$ cat src/rtl/led_panel_scan_ctrl.sv
// -----------------------------------------------------------------------------
// led_panel_scan_ctrl
//
// Scan controller for a HUB-style LED panel. For every row and every BCM
// bit-plane it fetches COLS pixel pairs from a pixel source, shifts them out
// on a single time-multiplexed colour lane (lower half while sclk is low,
// upper half while sclk is high), latches the row, unblanks the panel for
// BASE_HOLD<<plane cycles and then advances plane / row address.
//
// Ports
//   clk, reset                 system clock, asynchronous active-high reset
//   rowmax_in[3:0]             index of the last panel row
//   pix_req / pix_ack          pixel fetch handshake
//   pix_col/pix_row/pix_plane  coordinates of the pixel being requested
//   pix_lo_rgb / pix_hi_rgb    {r,g,b} for lower / upper panel half
//   red_out/green_out/blue_out panel colour data
//   sclk_out, latch_out        column shift clock, latch pulse
//   blank_out                  panel blanking (high = dark)
//   aclk_out, arst_out         row address advance / reset pulses
//   frame_out                  one-cycle end-of-frame pulse
//   dbg_state_out[2:0]         current FSM state, for observation only
//
// Pixel handshake: pix_req is raised in REQ and held, together with stable
// pix_col/pix_row/pix_plane, until a clock edge in REQ sees pix_ack=1. That
// edge captures both rgb triples and drops pix_req. pix_ack is ignored in
// every other state, and may already be high on the first REQ cycle.
// -----------------------------------------------------------------------------
module led_panel_scan_ctrl #(
   parameter int COLS      = 32,
   parameter int PLANES    = 2,
   parameter int BASE_HOLD = 4
) (
   input  logic       clk,
   input  logic       reset,
   input  logic [3:0] rowmax_in,
   output logic       pix_req,
   output logic [7:0] pix_col,
   output logic [3:0] pix_row,
   output logic [1:0] pix_plane,
   input  logic       pix_ack,
   input  logic [2:0] pix_lo_rgb,
   input  logic [2:0] pix_hi_rgb,
   output logic       red_out,
   output logic       green_out,
   output logic       blue_out,
   output logic       sclk_out,
   output logic       latch_out,
   output logic       blank_out,
   output logic       aclk_out,
   output logic       arst_out,
   output logic       frame_out,
   output logic [2:0] dbg_state_out
);

   typedef enum logic [2:0] {
      S_REQ      = 3'd0,
      S_SHIFT_LO = 3'd1,
      S_SHIFT_HI = 3'd2,
      S_LATCH    = 3'd3,
      S_HOLD     = 3'd4,
      S_NEXT     = 3'd5
   } state_t;

   localparam logic [7:0]  LAST_COL    = 8'(COLS - 1);
   localparam logic [1:0]  LAST_PLANE  = 2'(PLANES - 1);
   localparam logic [15:0] BASE_HOLD_W = 16'(BASE_HOLD);

   state_t      r_state;
   logic [7:0]  r_col;
   logic [3:0]  r_row;
   logic [1:0]  r_plane;
   logic [15:0] r_hold;
   logic [2:0]  r_hi_rgb;
   logic [2:0]  r_rgb;
   logic        r_pix_req;
   logic        r_sclk;
   logic        r_latch;
   logic        r_blank;
   logic        r_aclk;
   logic        r_arst;
   logic        r_frame;

   // Outputs are registered and written on the edge that enters a state, so
   // they describe the state currently held in r_state.
   always_ff @(posedge clk or posedge reset) begin
      if (reset) begin
         r_state   <= S_REQ;
         r_col     <= 8'd0;
         r_row     <= 4'd0;
         r_plane   <= 2'd0;
         r_hold    <= 16'd0;
         r_hi_rgb  <= 3'd0;
         r_rgb     <= 3'd0;
         r_pix_req <= 1'b0;
         r_sclk    <= 1'b0;
         r_latch   <= 1'b0;
         r_blank   <= 1'b1;
         r_aclk    <= 1'b0;
         r_arst    <= 1'b1;
         r_frame   <= 1'b0;
      end else begin
         // Single-cycle pulses default low; only the entering edge raises them.
         r_latch <= 1'b0;
         r_aclk  <= 1'b0;
         r_arst  <= 1'b0;
         r_frame <= 1'b0;

         case (r_state)
            S_REQ: begin
               if (pix_ack) begin
                  // Lower-half colour goes straight to the lane for SHIFT_LO;
                  // the upper half waits one cycle in r_hi_rgb.
                  r_rgb     <= pix_lo_rgb;
                  r_hi_rgb  <= pix_hi_rgb;
                  r_pix_req <= 1'b0;
                  r_sclk    <= 1'b0;
                  r_state   <= S_SHIFT_LO;
               end else begin
                  // Covers the first REQ cycle after reset, where pix_req is
                  // still at its reset value.
                  r_pix_req <= 1'b1;
               end
            end

            S_SHIFT_LO: begin
               r_sclk  <= 1'b1;
               r_rgb   <= r_hi_rgb;
               r_state <= S_SHIFT_HI;
            end

            S_SHIFT_HI: begin
               r_sclk <= 1'b0;
               if (r_col == LAST_COL) begin
                  r_col   <= 8'd0;
                  r_latch <= 1'b1;
                  r_state <= S_LATCH;
               end else begin
                  r_col     <= r_col + 8'd1;
                  r_pix_req <= 1'b1;
                  r_state   <= S_REQ;
               end
            end

            S_LATCH: begin
               // HOLD runs until the counter reaches zero, so load one less
               // than the on-time of this plane.
               r_hold  <= (BASE_HOLD_W << r_plane) - 16'd1;
               r_blank <= 1'b0;
               r_state <= S_HOLD;
            end

            S_HOLD: begin
               if (r_hold == 16'd0) begin
                  r_blank <= 1'b1;
                  r_state <= S_NEXT;
                  if (r_plane != LAST_PLANE) begin
                     r_plane <= r_plane + 2'd1;
                  end else begin
                     r_plane <= 2'd0;
                     // >= so a rowmax lowered below the current row still wraps.
                     if (r_row >= rowmax_in) begin
                        r_row   <= 4'd0;
                        r_arst  <= 1'b1;
                        r_frame <= 1'b1;
                     end else begin
                        r_row  <= r_row + 4'd1;
                        r_aclk <= 1'b1;
                     end
                  end
               end else begin
                  r_hold <= r_hold - 16'd1;
               end
            end

            S_NEXT: begin
               r_pix_req <= 1'b1;
               r_state   <= S_REQ;
            end

            default: begin
               r_pix_req <= 1'b0;
               r_sclk    <= 1'b0;
               r_blank   <= 1'b1;
               r_state   <= S_REQ;
            end
         endcase
      end
   end

   assign pix_req       = r_pix_req;
   assign pix_col       = r_col;
   assign pix_row       = r_row;
   assign pix_plane     = r_plane;
   assign red_out       = r_rgb[2];
   assign green_out     = r_rgb[1];
   assign blue_out      = r_rgb[0];
   assign sclk_out      = r_sclk;
   assign latch_out     = r_latch;
   assign blank_out     = r_blank;
   assign aclk_out      = r_aclk;
   assign arst_out      = r_arst;
   assign frame_out     = r_frame;
   assign dbg_state_out = r_state;

endmodule
$ cat config.mk
export PLATFORM = sky130hd
export DESIGN_NAME = led_panel_scan_ctrl
export DESIGN_NICKNAME = d
export VERILOG_FILES = /design/src/rtl/led_panel_scan_ctrl.sv
export SDC_FILE = /design/constraint.sdc
export NUM_CORES = 1
export LEC_CHECK = 0
export ABC_CLOCK_PERIOD_IN_PS = 2700
export CORE_MARGIN = 4
export CORE_UTILIZATION = 53
export CTS_BUF_LIST = sky130_fd_sc_hd__clkbuf_16
export CTS_CLUSTER_SIZE = 28
export DETAILED_ROUTE_END_ITERATION = 12
export PLACE_DENSITY = 0.8
export SLEW_MARGIN = 20
export SYNTH_ARGS = -nofsm -noshare
export SYNTH_HDL_FRONTEND = slang
export SYNTH_SLANG_ARGS = --single-unit
$ cat constraint.sdc
create_clock -name clk -period 2.7 [get_ports clk]
set_input_delay 0.54 -clock clk [delete_from_list [all_inputs] [get_ports clk]]
set_output_delay 0.54 -clock clk [all_outputs]
set_load 0.01 [all_outputs]
==> results of run 1 <==
==> cells by family (layout without fill, tap and decap cells) <==
| family | count (synthesis) | count (layout) | synth area share |
|---|---|---|---|
| and+or+nand+nor | 98 | 98 | 0.231 |
| AOI/OAI and AO/OA | 43 | 43 | 0.124 |
| adders and majority gates | 7 | 7 | 0.0373 |
| xor gates and xnor gates | 12 | 12 | 0.0448 |
| DFF | 46 | 46 | 0.491 |
| muxes | 9 | 9 | 0.0405 |
| buffers and inverters | 19 | 67 | 0.0304 |
==> worst min-delay path by stage <==
stage | endpoint | cells after the start
final | r_rgb[0]$_DFFE_PP0P_ | 2
after global routing | r_hold[13]$_DFFE_PP0P_ | 1
after detailed placement | r_rgb[0]$_DFFE_PP0P_ | 2
after CTS | r_rgb[0]$_DFFE_PP0P_ | 2
after floorplan | r_rgb[0]$_DFFE_PP0P_ | 2
after global placement | r_rgb[0]$_DFFE_PP0P_ | 2
==> cell type report <==
| class | instances | share of cell area |
|---|---|---|
| inverter | 11 | 0.0138 |
| timing repair buffer | 48 | 0.157 |
| sequential | 46 | 0.386 |
| multi-input combinational | 169 | 0.376 |
| tap | 50 | 0.0209 |
| clock inverter | 3 | 0.00419 |
| clock buffer | 5 | 0.0419 |
==> state kept, by name, indices dropped and copies added, names as in the netlist, 2 cells and up <==
name / flops
pix_plane: 2
pix_col: 8
r_hi_rgb: 3
dbg_state_out: 3
r_hold: 16
pix_row: 4
r_rgb: 3
==> critical path, delay by kind of cell, from the launching register on <==
kind | cells | cell delay [ns]
buffers and inverters | 1 | 0.21
AO/OA/AOI/OAI | 1 | 0.10
flip-flops | 1 | 0.44
AND/OR/NAND/NOR | 4 | 1.35
==> power by group <==
part | switching (W) | internal (W) | leakage (nW)
Combinational | 0.000550 | 0.000583 | 0.638
Sequential | 0.000239 | 0.000911 | 0.586
Clock | 0.000237 | 0.000334 | 0.0724
==> through the flow <==
step	total power, W	cells
after floorplan	0.00185	234
after global placement	0.00225	324
after detailed placement	0.00229	324
after CTS	0.00288	332
after global routing	0.00307	332
final	0.00285	332
==> metal layers <==
metal / share of wire / routed length [µm]
met1: 0.45 / 2220
met2: 0.50 / 2480
met3: 0.043 / 215
met4: 0.013 / 66
met5: 0 / 0
==> layout by cell type, fill, tap and decap left out, drive strengths merged, types with 3 or more instances in the layout <==
cell type	count
nand2b	4
clkdlybuf4s50	39
inv	11
or4	5
mux2i	5
nor4	7
nand4	5
dfrtp	44
o21ai	11
or2	4
nand3	7
a21o	3
mux2	4
a21oi	7
nor2b	3
nor2	18
xor2	3
clkbuf	5
or3	3
ha	7
nand2	26
nor3	6
nand3b	3
buf	9
xnor2	9
clkinv	3
==> results.sh, run 1 <==
export IMPL_fmax_ghz=0.450
export IMPL_drive_gt1_frac=0.113
export IMPL_diodes=0
export IMPL_num_io_pins=40
export IMPL_synth_area_um2=2350
export IMPL_netlist_area_leader_share=0.469
export IMPL_regToRegEndpoint="r_hold[4]$_DFFE_PP0P_"
export IMPL_row_count=23
export IMPL_finalInstanceArea_um2=2990
export IMPL_status="complete, no violations"
export IMPL_grtUsageMet2=0.343
export IMPL_setup_viol=0
export IMPL_post_cts_buffers=0
export IMPL_placed_area_um2=2850
export IMPL_relSlewSlack=0.610
export IMPL_finalClockSkew_ns=0.00530
export IMPL_dpl_hpwl_um=3560
export IMPL_r2r_cells=6
export IMPL_yosys_top_cells_area="dfrtp_1 47%, nand2_1 4.2%, ha_1 3.7%"
export IMPL_utilization=0.721
export IMPL_grt_overflow_total=0
export IMPL_multiInputGateArea_um2=1120
export IMPL_crit_slowest_cell="or4_4"
export IMPL_top_usage_layer="met2"
export IMPL_synthTopCellsByCount="44 x dfrtp_1, 26 x nand2_1, 18 x nor2_1"
export IMPL_vias_per_cell=5.73
export IMPL_synthToLayoutAreaGrowth_pct=27.3
export IMPL_nets=301
export IMPL_use_met1=0.262
export IMPL_startpoint_type="register"
export IMPL_dr_first_iter_drc_count=120
export IMPL_cp_arrival_ns=2.38
export IMPL_synth_cell_types=54
export IMPL_timing_hold_ws_ns=0.475
export IMPL_dieArea_um2=5560
export IMPL_synth_enable_flop_cells=0
export IMPL_holdCritPathClass="reg -> reg"
export IMPL_setup_slack_ns=0.477
export IMPL_post_cts_resized=0
export IMPL_initial_utilization=0.566
export IMPL_critPathRequiredTime_ns=2.86
export IMPL_grt_antenna_before_repair=0
export IMPL_clkLatencyLatePin_ns=0.28
export IMPL_yosysWarnings=0
export IMPL_crit_end="r_hold[4]$_DFFE_PP0P_"
export IMPL_fin_setup_tns_ns=0
export IMPL_period_needed_ns=2.22
export IMPL_syn_inst=234
export IMPL_place_ws_ns=0.221
export IMPL_grt_use_met3=0.0311
export IMPL_cts_path_max_buffers=2
export IMPL_power_leakage_nw=1.30
export IMPL_crit_chain="or4_4 -> nor4_4 -> buf_4 -> and2_2 -> nand2b_1 -> o21ai_0"
export IMPL_grt_util_all_layers=0.202
export IMPL_synth_nets=254
export IMPL_ff2ff_setup_slack_ns=0.48
export IMPL_worstSetupEndpointType="register"
export IMPL_grt_pass1_wl_um=8690
export IMPL_cts_tree="yes"
export IMPL_crit_type="reg -> reg"
export IMPL_firstDrtPassIters=4
export IMPL_rsz0062_at_grt="false"
export IMPL_die_x_um=74.6
export IMPL_critPathMaxFanout=7
export IMPL_clock_sinks=46
export IMPL_register_area_um2=1150
export IMPL_die_h_um=74.6
export IMPL_cts_buffers=5
export IMPL_avgSynthCellArea_um2=10.0
export IMPL_worstHoldStart="r_hi_rgb[0]$_DFFE_PP0P_"
export IMPL_rr_startpoint="r_hold[6]$_DFFE_PP0P_"
export IMPL_final_max_slew_viol_count=0
export IMPL_drc=0
export IMPL_grt_pass1_vias=1915
export IMPL_num_vias=1902
export IMPL_hold_violations=0
export IMPL_seq_area_frac_synth=0.491
export IMPL_root_buffer="clkbuf_16"
export IMPL_synth_ff_type="dfrtp_1"
export IMPL_ant_nets=0
export IMPL_ys_ff_latch=46
export IMPL_routed_wl_um=4990
export IMPL_startpoint="r_hold[6]$_DFFE_PP0P_"
export IMPL_worstMarginPinSlew_ns=0.580
export IMPL_fin_crit_sh=0.823
export IMPL_yosys_cell_count_top_type="dfrtp_1"
export IMPL_wl_per_cell_um=15.0
export IMPL_gp_congestion=0.807
export IMPL_core_um2=4140
export IMPL_cts_hold_buffers=0
export IMPL_clkTransAtPathRegs_ns=0.06
export IMPL_yosysTopAreaCell="dfrtp_1"
export IMPL_grt_max_degree=47
export IMPL_synth_async_reset_ratio=1.00
export IMPL_fillers=319
export IMPL_power_density_nw_per_um2=955
export IMPL_portBuffers=39
export IMPL_cts_htree_levels=2
export IMPL_ir_drop_mv=0.545
export IMPL_drv_cap=0
export IMPL_slowest_delay_ns=0.57
(Power assumes the default switching activity.)
==> run 2, diff against run 1 <==
--- a/config.mk
+++ b/config.mk
@@ -5,7 +5,7 @@
 export SDC_FILE = /design/constraint.sdc
 export NUM_CORES = 1
 export LEC_CHECK = 0
-export ABC_CLOCK_PERIOD_IN_PS = 2700
+export ABC_CLOCK_PERIOD_IN_PS = 2200
 export CORE_MARGIN = 4
 export CORE_UTILIZATION = 53
 export CTS_BUF_LIST = sky130_fd_sc_hd__clkbuf_16
==> constraint.sdc (replaced) <==
create_clock -name clk -period 2.2 [get_ports clk]
set_input_delay 0.44 -clock clk [delete_from_list [all_inputs] [get_ports clk]]
set_output_delay 0.44 -clock clk [all_outputs]
set_load 0.01 [all_outputs]
==> run 2 against run 1 <==
Cell area increased by 2.5%. Non-clock buffer count is 8 higher. Core utilization up 1.8 points. Global-route usage rose by 0.27 points. Register-to-register slack lost 0.39 ns. Via count grew 2.8%. Sequential cell count is the same. Total power up 25%. Combinational power rose by 33%. Final cell count increased by 2.4%. Count of clock-buffer cells in the layout did not move. Clock power rose by 24%. Critical path type unchanged. Largest power group is now combinational logic. Highest routed layer unchanged.
==> results.sh, run 2 (synthesis results as in run 1) <==
export IMPL_crit_family="simple AND/OR/NAND/NOR gates"
export IMPL_path_buf_inv=1
export IMPL_holdCritPathClass="in -> async"
export IMPL_grt_overflow_total=0
export IMPL_post_cts_resized=0
export IMPL_wl_per_cell_um=14.7
export IMPL_cts_buffers=5
export IMPL_utilization=0.739
export IMPL_fin_crit_sh=0.960
export IMPL_clkLatencyLatePin_ns=0.29
export IMPL_regToRegEndpoint="r_hold[4]$_DFFE_PP0P_"
export IMPL_largest_register_ffs=16
export IMPL_critPathMaxFanout=7
export IMPL_finalClockSkew_ns=0.00710
export IMPL_initial_utilization=0.566
export IMPL_dpl_hpwl_um=3680
export IMPL_ir_drop_mv=0.865
export IMPL_cts_path_max_buffers=2
export IMPL_critPathRequiredTime_ns=2.35
export IMPL_final_cell_mix="44 x dfrtp_1, 39 x clkdlybuf4s50_1, 26 x nand2_1"
export IMPL_fin_setup_tns_ns=0
export IMPL_hold_violations=0
export IMPL_die_x_um=74.6
export IMPL_dr_first_iter_drc_count=166
export IMPL_root_buffer="clkbuf_16"
export IMPL_top_register="r_hold"
export IMPL_clkTransAtPathRegs_ns=0.06
export IMPL_clock_sinks=46
export IMPL_grt_pass1_vias=1897
export IMPL_finalInstanceArea_um2=3060
export IMPL_crit_chain="or4_4 -> nor4_4 -> buf_4 -> and2_2 -> nand2b_1 -> o21ai_0"
export IMPL_nets=309
export IMPL_r2r_cells=6
export IMPL_cts_htree_levels=2
export IMPL_cp_arrival_ns=2.27
export IMPL_synthToLayoutAreaGrowth_pct=30.5
export IMPL_placed_area_um2=2920
export IMPL_status="complete, no violations"
export IMPL_startpoint_type="register"
export IMPL_cts_hold_buffers=0
export IMPL_drc=0
export IMPL_post_cts_buffers=0
export IMPL_grt_max_degree=26
export IMPL_grt_pass1_wl_um=8630
export IMPL_rr_startpoint="r_hold[6]$_DFFE_PP0P_"
export IMPL_firstDrtPassIters=4
export IMPL_portBuffers=39
export IMPL_final_max_slew_viol_count=0
export IMPL_fmax_ghz=0.473
export IMPL_vias_per_cell=5.75
export IMPL_core_um2=4140
export IMPL_rsz0062_at_grt="false"
export IMPL_gp_congestion=0.866
export IMPL_final_common_cell="dfrtp_1"
export IMPL_grt_util_all_layers=0.204
export IMPL_setup_viol=0
export IMPL_drv_cap=0
export IMPL_num_vias=1956
export IMPL_diodes=0
export IMPL_row_count=23
export IMPL_dieArea_um2=5560
export IMPL_period_needed_ns=2.11
export IMPL_cts_tree="yes"
export IMPL_grt_antenna_before_repair=0
export IMPL_die_h_um=74.6
export IMPL_timing_hold_ws_ns=0.437
export IMPL_fillers=315
export IMPL_ff2ff_setup_slack_ns=0.09
export IMPL_crit_slowest_cell="or4_4"
export IMPL_drive_gt1_frac=0.141
export IMPL_placed_cells=332
export IMPL_crit_type="reg -> reg"
export IMPL_ant_nets=0
export IMPL_fin_cells=340
export IMPL_worstSetupEndpointType="register"
export IMPL_num_io_pins=40
export IMPL_slowest_delay_ns=0.55
export IMPL_routed_wl_um=4990
export IMPL_relSlewSlack=0.643
export IMPL_worstMarginPinSlew_ns=0.532
export IMPL_power_leakage_nw=1.34
export IMPL_power_density_nw_per_um2=1170
run 2: worst max-delay path by stage:
stage                              to  slack, ns  cells after the start                   from
2_1_floorplan  pix_row[3]$_DFFE_PP0P_       0.05                      5  r_hold[6]$_DFFE_PP0P_
3_3_place_gp   pix_row[3]$_DFFE_PP0P_      -0.14                      8           rowmax_in[2]
3_5_place_dp   pix_row[3]$_DFFE_PP0P_      -0.20                      8           rowmax_in[2]
4_1_cts         r_hold[4]$_DFFE_PP0P_       0.09                      6  r_hold[6]$_DFFE_PP0P_
5_1_grt         r_hold[4]$_DFFE_PP0P_       0.01                      6  r_hold[6]$_DFFE_PP0P_
6_report        r_hold[4]$_DFFE_PP0P_       0.09                      6  r_hold[6]$_DFFE_PP0P_
run 2: per-layer routing:
layer	track usage	vias up	wire length, µm
met5	0	-	0
met4	0.0652	0	71
met3	0.0554	8	264
met2	0.335	43	2480
met1	0.264	954	2180
li1	-	951	-
run 2: power breakdown:
part | switching [W] | internal, W
clock network | 0.000297 | 0.000410
logic | 0.000740 | 0.000763
registers | 0.000249 | 0.00112
run 2: metrics by stage:
step,power (W),setup slack (ns)
after global placement,0.00282,-0.135
after CTS,0.00360,0.0877
after global routing,0.00383,0.0101
after floorplan,0.00227,0.0495
after detailed placement,0.00287,-0.200
final,0.00358,0.0876
run 2: final cells by class:
cell class | instances | area [µm²] | area share
Sequential cell | 46 | 1150 | 0.377
Multi-Input combinational cell | 169 | 1120 | 0.367
Timing Repair Buffer | 56 | 543 | 0.177
Clock buffer | 5 | 125 | 0.0408
Tap cell | 50 | 62.6 | 0.0204
Inverter | 11 | 41.3 | 0.0135
Clock inverter | 3 | 12.5 | 0.00408
==> run 3, diff against run 2 <==
--- a/config.mk
+++ b/config.mk
@@ -7,11 +7,10 @@
 export LEC_CHECK = 0
 export ABC_CLOCK_PERIOD_IN_PS = 2200
 export CORE_MARGIN = 4
-export CORE_UTILIZATION = 53
+export CORE_UTILIZATION = 25
 export CTS_BUF_LIST = sky130_fd_sc_hd__clkbuf_16
 export CTS_CLUSTER_SIZE = 28
 export DETAILED_ROUTE_END_ITERATION = 12
-export PLACE_DENSITY = 0.8
 export SLEW_MARGIN = 20
 export SYNTH_ARGS = -nofsm -noshare
 export SYNTH_HDL_FRONTEND = slang
==> run 3 against run 2 <==
Clock skew shrank 0.0018 ns. Non-clock buffer count grew 2. Final cell count grew 19%. Wire length grew 2.6%. Fmax grew 0.63%. Critical path type unchanged. Critical path depth is the same. Global-route usage shrank 11 points. Core utilization shrank 40 points. Cell area grew 2.5%. Critical endpoint is now r_hold[2]$_DFFE_PP0P_. Worst setup slack gained 0.013 ns. Count of clock-buffer cells in the layout is the same.
==> results.sh, run 3 (synthesis results as in run 1) <==
export IMPL_regToRegEndpoint="r_hold[2]$_DFFE_PP0P_"
export IMPL_fin_setup_tns_ns=0
export IMPL_clock_sinks=46
export IMPL_root_buffer="clkbuf_16"
export IMPL_drc=0
export IMPL_grt_overflow_total=0
export IMPL_row_count=35
export IMPL_wl_per_cell_um=12.7
export IMPL_drive_gt1_frac=0.147
export IMPL_hold_violations=0
export IMPL_portBuffers=39
export IMPL_rsz0062_at_grt="false"
export IMPL_diodes=0
export IMPL_crit_chain="or4_4 -> nor4_4 -> buf_4 -> a21oi_1 -> nor2_1 -> a221oi_1"
export IMPL_nets=311
export IMPL_power_leakage_nw=1.35
export IMPL_cts_path_max_buffers=2
export IMPL_largest_register_ffs=16
export IMPL_synthToLayoutAreaGrowth_pct=33.7
export IMPL_fin_crit_sh=0.954
export IMPL_status="complete, no violations"
export IMPL_fillers=947
export IMPL_cts_hold_buffers=0
export IMPL_multiInputGateArea_um2=1120
export IMPL_crit_slowest_cell="or4_4"
export IMPL_ff2ff_setup_slack_ns=0.10
export IMPL_vias_per_cell=4.76
export IMPL_crit_end="r_hold[2]$_DFFE_PP0P_"
export IMPL_initial_utilization=0.255
export IMPL_finalClockSkew_ns=0.00529
export IMPL_dieArea_um2=11000
export IMPL_critPathMaxFanout=5
export IMPL_power_density_nw_per_um2=1150
export IMPL_gp_congestion=0.805
export IMPL_ir_drop_mv=0.500
export IMPL_top_register="r_hold"
export IMPL_period_needed_ns=2.10
export IMPL_clkTransAtPathRegs_ns=0.06
export IMPL_num_vias=1917
export IMPL_grt_pass1_wl_um=9130
export IMPL_finalInstanceArea_um2=3140
export IMPL_final_max_slew_viol_count=0
export IMPL_num_io_pins=40
export IMPL_relSlewSlack=0.634
export IMPL_rr_startpoint="r_hold[6]$_DFFE_PP0P_"
export IMPL_utilization=0.341
export IMPL_grt_antenna_before_repair=0
export IMPL_register_area_um2=1150
export IMPL_cts_tree="yes"
export IMPL_post_cts_resized=0
export IMPL_critPathRequiredTime_ns=2.35
export IMPL_routed_wl_um=5120
export IMPL_grt_pass1_vias=1940
export IMPL_firstDrtPassIters=4
export IMPL_startpoint="r_hold[6]$_DFFE_PP0P_"
export IMPL_slowest_delay_ns=0.55
export IMPL_cts_buffers=5
export IMPL_placed_area_um2=3000
export IMPL_final_common_cell="dfrtp_1"
export IMPL_die_h_um=105
export IMPL_die_x_um=105
export IMPL_crit_family="simple AND/OR/NAND/NOR gates"
export IMPL_fmax_ghz=0.476
export IMPL_startpoint_type="register"
export IMPL_dr_first_iter_drc_count=65
export IMPL_grt_util_all_layers=0.0983
export IMPL_holdCritPathClass="in -> async"
export IMPL_post_cts_buffers=0
export IMPL_final_cell_mix="44 x dfrtp_1, 39 x clkdlybuf4s50_1, 26 x nand2_1"
export IMPL_setup_viol=0
export IMPL_clkLatencyLatePin_ns=0.28
export IMPL_path_buf_inv=1
export IMPL_r2r_cells=6
export IMPL_ant_nets=0
export IMPL_cts_htree_levels=2
export IMPL_timing_hold_ws_ns=0.457
export IMPL_worstSetupEndpointType="register"
export IMPL_cp_arrival_ns=2.25
export IMPL_drv_cap=0
export IMPL_dpl_hpwl_um=3830
export IMPL_grt_max_degree=31
export IMPL_crit_type="reg -> reg"
export IMPL_worstMarginPinSlew_ns=0.544
export IMPL_core_um2=9200
export IMPL_cp_depth=6
## run 3: worst min path at each step
stage | from | slack, ns | cells after the start | to
after detailed placement | r_hi_rgb[0]$_DFFE_PP0P_ | 0.48 | 2 | r_rgb[0]$_DFFE_PP0P_
after CTS | reset | 0.48 | 2 | frame_out$_DFF_PP0_
after global placement | r_hi_rgb[0]$_DFFE_PP0P_ | 0.46 | 2 | r_rgb[0]$_DFFE_PP0P_
after global routing | reset | 0.50 | 2 | frame_out$_DFF_PP0_
after floorplan | r_hi_rgb[0]$_DFFE_PP0P_ | 0.45 | 2 | r_rgb[0]$_DFFE_PP0P_
final | reset | 0.46 | 2 | frame_out$_DFF_PP0_
## run 3: report_power, final
| group | internal, W | switching [W] |
|---|---|---|
| combinational | 0.000770 | 0.000745 |
| clock | 0.000411 | 0.000307 |
| sequential | 0.00112 | 0.000246 |
## run 3: area by class of cell
type / instances / area share
Sequential cell: 46 / 0.367
Multi-Input combinational cell: 169 / 0.358
Timing Repair Buffer: 58 / 0.174
Tap cell: 111 / 0.0442
Clock buffer: 5 / 0.0399
Inverter: 11 / 0.0132
Clock inverter: 3 / 0.00399
## run 3: routing by layer
layer | up-vias | global-route usage | part of all wire
met4 | 0 | 0.0253 | 0.0063
met3 | 6 | 0.0315 | 0.055
li1 | 955 | - | -
met2 | 33 | 0.155 | 0.47
met5 | - | 0 | 0
met1 | 923 | 0.130 | 0.47
## run 3: per-stage QoR
step	power [W]	worst slack, ns	std cells
finish	0.00360	0.101	403
global route	0.00388	0.00550	403
CTS	0.00363	0.105	403
detailed placement	0.00290	-0.170	395
global placement	0.00286	-0.147	395
floorplan	0.00227	0.0495	234
==> RTL edit, RTL diff (settings of run 2) <==
The parameter `COLS` goes from 32 to 24.
--- a/src/rtl/led_panel_scan_ctrl.sv
+++ b/src/rtl/led_panel_scan_ctrl.sv
@@ -27,5 +27,5 @@
 // -----------------------------------------------------------------------------
 module led_panel_scan_ctrl #(
-   parameter int COLS      = 32,
+   parameter int COLS      = 24,
    parameter int PLANES    = 2,
    parameter int BASE_HOLD = 4
Formal check against the unedited RTL: same outputs for any inputs over 10 cycles, from zero or initial values and one cycle with reset high; that may be too few to reach the edited logic, so the function may still have changed.
==> RTL edit against run 2 <==
Core utilization shrank 2.7 points. Critical path type unchanged. Sequential cell count is the same. Largest cell class is now multi-input gates. Total power grew 7.1%. Largest power group unchanged. Area after synthesis grew 2.9%. Final cell count grew 4.1%. Synthesized cell count grew 6.8%. Design area grew 2.0%. Die area grew 2.6%. Routed wire length grew 8.1%. Worst setup slack lost 0.015 ns.
==> RTL edit: results (changes against run 2) <==
metric;value;unit;change
status;complete, no violations;;
grt_pass1_wl;8866;um;+2.8%
fillCellCount;327;;+3.8%
ir_worst_vdd;0.0007833;V;-9.5%
routabilityCongestion;0.8873;;+2.5%
netlist_top_cells_area;dfrtp_1 46%, nor2_1 5.0%, o21ai_0 3.9%, ha_1 3.6%, nand2_1 3.0%;;
coreArea;4384;um^2;+5.8%
dp_hpwl;3852;um;+4.5%
placed_cell_area;2948;um^2;+0.86%
synth_mux_area_frac;0.03470;;-0.005815
clk_latency;0.29;ns;about the same
met1_usage;0.2641;;about the same
worst_setup_path_endpoint;pix_row[3];;
met3_usage;0.05937;;+0.003961
pre_cts_ws;-0.009829;ns;+0.1904 ns
finish.net_count;321;;+3.9%
yosysSeqAreaShare;0.4775;;-0.01400
syn_nets;270;;+6.3%
multiInputGateArea;1189;um^2;+5.7%
leakagePower;1.412;nW;+5.4%
startpoint;r_hold[3];;
worst_clock_skew;0.003126;ns;-0.003974 ns
diodes;0;;unchanged
synth_commonest_cells;44 x dfrtp_1, 32 x nor2_1, 19 x nand2_1, 19 x o21ai_0, 12 x a21oi_1;;
signal_buffers;53;;-5.4%
reg2reg_to;pix_row[3];;
hp-class;flip-flop to flip-flop;;
clock.fmax;470.2;MHz;-0.69%
wire_per_inst;15.25;um;+3.9%
drive_gt1_frac;0.1258;;-0.01555
hold_path_depth;2;;
wl_met3;317;um;+20%
nNonClkInverters;10;;-1
area_share_nonclk_buffers;0.1627;;-0.01463
synthAdderAreaFrac;0.03625;;-0.001063
drt_iter0_drc;224;;+35%
clkCellAreaFrac;0.05449;;+0.009552
grt_usage;0.2034;;-0.0009785
tightest_slew;0.5057;ns;-0.02676 ns
synth-compound-area-share;0.1336;;+0.009409
wirelength_met1;2345;um;+7.7%
yosys.area_share.xor_xnor;0.03263;;-0.01215
cts_resized;0;;unchanged
top_layer;met4;;
grt_max_degree;47;;+81%
r2r_cells;5;;-1
cp.arrival;2.36;ns;+0.09 ns
cpLargestDelayFamily;simple AND/OR/NAND/NOR gates;;
holdPathEnd;blank_out;;
holdWs;0.4597;ns;+0.02257 ns
critPathMaxFanout;4;;-3
grt_util_met2;0.3174;;-0.01728
first_global_vias;1995;;+5.2%
wl_met2;2620;um;+5.7%
-- RTL edit: changes by cell type in the layout (fill, tap and decap cells not counted), sizes merged, moves of 3 or more --
| cell | before | now |
|---|---|---|
| nand2 | 26 | 19 |
| buf | 17 | 14 |
| a21oi | 7 | 12 |
| or2 | 4 | 1 |
| xnor2 | 9 | 6 |
| o21ai | 11 | 19 |
| nor2 | 18 | 32 |
| nor3 | 6 | 10 |
-- RTL edit: power breakdown --
part           switching (mW)  internal (mW)  total, mW
clock                   0.330          0.536      0.866
combinational           0.770          0.775       1.54
sequential              0.299           1.12       1.42
-- RTL edit: metrics by stage --
| stage | total power [mW] | utilization | std cells |
|---|---|---|---|
| 2_1_floorplan | 2.320 | - | 250 |
| 6_report | 3.829 | 0.7123 | 354 |
| 4_1_cts | 3.834 | 0.7112 | 354 |
| 3_3_place_gp | 2.885 | 0.6724 | 346 |
| 3_5_place_dp | 2.950 | 0.6724 | 346 |
| 5_1_grt | 4.082 | 0.7123 | 354 |
